**config.mk**
```make
export PLATFORM = sky130hd
export DESIGN_NAME = ram_tp_rr_arbiter
export DESIGN_NICKNAME = d
export VERILOG_FILES = /design/src/rtl/ram_tp_rr_arbiter.sv
export SDC_FILE = /design/constraint.sdc
export NUM_CORES = 1
export LEC_CHECK = 0
export ABC_AREA = 1
export BUFFER_PORTS_ARGS = -buffer_cell sky130_fd_sc_hd__buf_2
export CAP_MARGIN = 20
export CORE_AREA = 2 2 114 116
export DETAILED_ROUTE_END_ITERATION = 8
export DIE_AREA = 0 0 116 118
export PLACE_DENSITY = 0.51
export SETUP_SLACK_MARGIN = 0.1
export SYNTH_ARGS = -nofsm -noshare
export SYNTH_HDL_FRONTEND = slang
export SYNTH_SLANG_ARGS = --single-unit
export TNS_END_PERCENT = 30
```
**constraint.sdc**
```tcl
create_clock -name clock -period 1.26 [get_ports clock]
set_clock_uncertainty 0.1 [all_clocks]
set_input_delay 0 -clock clock [delete_from_list [all_inputs] [get_ports clock]]
set_output_delay 0 -clock clock [all_outputs]
set_load 0.05 [all_outputs]
```
**src/rtl/ram_tp_rr_arbiter.sv**
```systemverilog
// Round-robin arbiter sharing one two-port bit-masked RAM among NUM_REQ requesters.
// Write and read ports are arbitrated independently; read data is routed back by a one-cycle pending tag.
module ram_tp_rr_arbiter #(
    parameter  int NUM_REQ    = 2,
    parameter  int DATA_WIDTH = 32,
    parameter  int DEPTH      = 16,
    localparam int ADDR_WIDTH = $clog2(DEPTH),
    localparam int ID_WIDTH   = $clog2(NUM_REQ)
) (
    input  logic                             clock,
    input  logic                             reset,
    input  logic [NUM_REQ-1:0]               wr_req,
    input  logic [NUM_REQ*ADDR_WIDTH-1:0]    wr_addr,
    input  logic [NUM_REQ*DATA_WIDTH-1:0]    wr_data,
    input  logic [NUM_REQ*DATA_WIDTH-1:0]    wr_mask,
    output logic [NUM_REQ-1:0]               wr_gnt,
    input  logic [NUM_REQ-1:0]               rd_req,
    input  logic [NUM_REQ*ADDR_WIDTH-1:0]    rd_addr,
    output logic [NUM_REQ-1:0]               rd_gnt,
    output logic [NUM_REQ-1:0]               rd_valid,
    output logic [DATA_WIDTH-1:0]            rd_data,
    output logic                             ram_cen,
    output logic                             ram_wen,
    output logic [DATA_WIDTH-1:0]            ram_bwen,
    output logic [ADDR_WIDTH-1:0]            ram_waddr,
    output logic [DATA_WIDTH-1:0]            ram_wdata,
    output logic                             ram_ren,
    output logic [ADDR_WIDTH-1:0]            ram_raddr,
    input  logic [DATA_WIDTH-1:0]            ram_rdata
);

    logic [ID_WIDTH-1:0] wr_ptr;
    logic [ID_WIDTH-1:0] rd_ptr;
    logic [NUM_REQ-1:0]  rd_pend;

    // First requesting index at or after ptr, wrapping modulo NUM_REQ.
    function automatic logic [NUM_REQ-1:0] rr_pick(input logic [NUM_REQ-1:0] req,
                                                   input logic [ID_WIDTH-1:0] ptr);
        logic [NUM_REQ-1:0] g;
        logic               found;
        int                 idx;
        g     = '0;
        found = 1'b0;
        for (int i = 0; i < NUM_REQ; i++) begin
            idx = (int'(ptr) + i) % NUM_REQ;
            if (!found && req[idx]) begin
                g[idx] = 1'b1;
                found  = 1'b1;
            end
        end
        return g;
    endfunction

    function automatic logic [ID_WIDTH-1:0] next_ptr(input logic [NUM_REQ-1:0] gnt,
                                                     input logic [ID_WIDTH-1:0] ptr);
        logic [ID_WIDTH-1:0] p;
        p = ptr;
        for (int i = 0; i < NUM_REQ; i++) begin
            if (gnt[i]) p = ID_WIDTH'((i + 1) % NUM_REQ);
        end
        return p;
    endfunction

    assign wr_gnt = reset ? '0 : rr_pick(wr_req, wr_ptr);
    assign rd_gnt = reset ? '0 : rr_pick(rd_req, rd_ptr);

    always_comb begin
        ram_waddr = '0;
        ram_wdata = '0;
        ram_bwen  = '0;
        ram_raddr = '0;
        for (int i = 0; i < NUM_REQ; i++) begin
            if (wr_gnt[i]) begin
                ram_waddr = wr_addr[i*ADDR_WIDTH +: ADDR_WIDTH];
                ram_wdata = wr_data[i*DATA_WIDTH +: DATA_WIDTH];
                ram_bwen  = wr_mask[i*DATA_WIDTH +: DATA_WIDTH];
            end
            if (rd_gnt[i]) begin
                ram_raddr = rd_addr[i*ADDR_WIDTH +: ADDR_WIDTH];
            end
        end
    end

    assign ram_wen = |wr_gnt;
    assign ram_ren = |rd_gnt;
    assign ram_cen = ram_wen | ram_ren;

    always_ff @(posedge clock) begin
        if (reset) begin
            wr_ptr  <= '0;
            rd_ptr  <= '0;
            rd_pend <= '0;
        end else begin
            wr_ptr  <= next_ptr(wr_gnt, wr_ptr);
            rd_ptr  <= next_ptr(rd_gnt, rd_ptr);
            rd_pend <= rd_gnt;
        end
    end

    // A response already in flight when reset rises is suppressed immediately, not one cycle later.
    assign rd_valid = reset ? '0 : rd_pend;
    assign rd_data  = (|rd_valid) ? ram_rdata : '0;

endmodule

```
==> impl_metrics.py <==
metrics = {
    "worst_setup_path": {
        "end_kind": "output port",
        "rrSetupSlack_ns": 0.21,
        "cp_max_fo": 7,
        "critPathRequiredTime_ns": 1.16,
        "arrival_ns": 1.32,
        "cp-start-kind": "flip-flop",
        "crit_type": "reg2out",
    },
    "clocking": {
        "clock-sinks": 4,
        "cts_tree": "done",
        "cts_root_buf": "clkbuf_16",
        "clkTransAtPathRegs_ns": 0.03,
        "htree_num_levels": 1,
        "clk_latency_ns": 0.23,
        "cts_buffer_depth": 2,
        "cts-buffers-inserted": 3,
    },
    "detailed_routing": {
        "routed_via_density": 4.45,
        "dr.pass1.iters": 4,
        "vias": 3637,
        "first_iter_violations": 131,
        "routed_wirelength_um": 11900,
        "ant_nets": 0,
        "drc": 0,
        "wl_per_cell_um": 14.5,
    },
    "sta": {
        "period_share_pct": 113,
        "drv_slew": 0,
        "fin_ws_ns": -0.165,
        "rsz0062_at_grt": "yes",
        "max_freq_ghz": 0.702,
        "slew_headroom_pct": 81.1,
        "period_needed_ns": 1.42,
        "finalSetupViolCount": 101,
        "finalHoldViolations": 0,
        "max_slew.worst_pin.slew_ns": 0.286,
    },
    "floorplanning": {
        "coreArea_um2": 12400,
        "ioPinCount": 295,
        "die_h_um": 118,
        "dieArea_um2": 13700,
        "initial_utilization_pct": 15.0,
        "fp-row-count": 41,
        "die_x_um": 116,
    },
    "layout": {
        "layout_commonest_cell": "buf_2",
        "syn_to_final_growth_pct": 178,
        "final_cell_mix": "buf_2 (185), buf_6 (86), nand4_1 (72), nand2_1 (52), nand3_1 (46)",
        "final_nets": 829,
        "final_cells": 817,
        "final_util_pct": 41.7,
        "antenna_cells": 0,
        "drive_gt1_share_pct": 66.7,
        "final_cell_area_um2": 5180,
    },
    "power_and_ir_drop": {
        "peakVddDrop_mv": 0.298,
        "power.leakage_nw": 2.74,
        "powerDensity_nw_per_um2": 620,
    },
    "yosys": {
        "synth_top_family_by_area": "simple AND/OR/NAND/NOR gates",
        "synth_compound_area_share_pct": 1.88,
        "muxShareOfSynthArea_pct": 0,
        "yosys_register_bits": 4,
        "synth-edff-count": 0,
        "synth_fa_ha_area_share_pct": 0,
        "synth-simple-area-share_pct": 72.6,
        "ys_types": 22,
        "yosysSeqAreaShare_pct": 4.30,
        "syn_inst": 357,
        "ys.flop_type": "dfxtp_1",
        "avgSynthCellArea_um2": 5.21,
        "ys_warn_count": 0,
        "synth_xor_area_share_pct": 0,
        "async_reset_ff_share_pct": 0,
        "syn-num-nets": 539,
        "syn_area_um2": 1860,
    },
    "grt": {
        "grt_max_degree": 53,
        "antenna_found_initial": 0,
        "overflow": 0,
        "grt_pass1_wl_um": 17500,
        "grt_usage_pct": 15.6,
        "first_global_vias": 3553,
    },
    "placed_design": {
        "place.gp.congestion": 0.803,
        "place_area_um2": 3830,
        "numPortBuffers": 294,
        "place_hpwl_um": 7910,
        "dp_cells": 799,
        "pre_cts_slack_ns": 0.00893,
    },
    "job": {
        "cap_viol_max_count": 0,
    },
    "outcome": {
        "outcome": "complete, but fails checks",
        "violations": "negative setup slack",
    },
    "hold_path": {
        "hp-class": "in2reg",
    },
}
==> sequential cells by signal (all words and copies together) (netlist names) <==
name / flops
rd_pend: 2
wr_ptr: 1
rd_ptr: 1
==> worst max-delay path, stage by stage (launching register included) <==
cell       delay, ns
dfxtp_4         0.36
inv_4           0.05
nand2_8         0.07
buf_6           0.13
clkbuf_16       0.16
nand3_2         0.08
nand2_2         0.10
buf_8           0.14
==> layout make-up <==
type                    instances  area [µm²]
repair buffers                326        2820
fillers                      1306        7240
multi-input cells             272        1820
inverters                      40         155
well taps                     172         215
flip-flops and latches          4        90.1
clock buffers                   3        75.1
==> synthesized netlist by cell type (4+ instances only) <==
master    count  area (µm²)
nand2_1      76         285
clkbuf_1      5        18.8
nand3_1      62         310
nor2_1       35         131
buf_2        21         105
nand3_2      10         100
buf_4         8        60.1
dfxtp_1       4        80.1
o21ai_0       4        20.0
nand4_1      72         450
inv_1        37         139
==> stage by stage <==
stage / power, mW / setup TNS [ns] / hold WS (ns)
final: 3.21 / -10.94 / 0.0443
after global routing: 3.37 / -16.89 / 0.0948
after CTS: 3.08 / -11.44 / 0.0518
after detailed placement: 2.12 / 0 / 0.135
after global placement: 2.12 / 0 / 0.133
after floorplan: 1.49 / -2.29 / -0.0116
==> metal layers <==
| layer | global-route usage [%] | vias to the layer above | part of all wire (%) |
|---|---|---|---|
| met5 | 0 | - | 0 |
| met4 | 3.79 | 0 | 1.4 |
| met3 | 1.49 | 16 | 7.5 |
| met2 | 29.8 | 205 | 53 |
| met1 | 18.3 | 1611 | 38 |
| li1 | - | 1805 | - |
==> report_power, final <==
group          switching, mW  internal [mW]  total [mW]  leakage [nW]
clock                  0.105          0.407       0.512        0.0370
sequential            0.0114          0.137       0.148        0.0350
combinational           1.53           1.02        2.55          2.67
==> kinds of logic (layout without fill, tap and decap cells) <==
kind of cell	count (synthesis)	in the layout
buffers and inverters	81	369
DFF	4	4
and+or+nand+nor	265	265
AOI/OAI and AO/OA	7	7
==> worst paths after layout <==
path,cells after the start,to,from
max,7,ram_wdata[27],wr_ptr
min,4,rd_ptr,rd_req[1]
max reg2reg,4,wr_ptr,wr_ptr
min reg2reg,1,rd_pend[0],rd_ptr
==> what timing repair did <==
| item | 4_1_cts | 5_1_grt |
|---|---|---|
| setup buffers | 5 | 0 |
| hold endpoints to repair | 1 | 0 |
| endpoints found under the setup margin | 107 | 109 |
| resized for setup | 245 | 58 |
| pin swaps | 15 | 24 |
| cloned | 4 | 5 |
| hold buffers | 1 | 0 |
No activity file was read; power rests on OpenSTA's default activity.
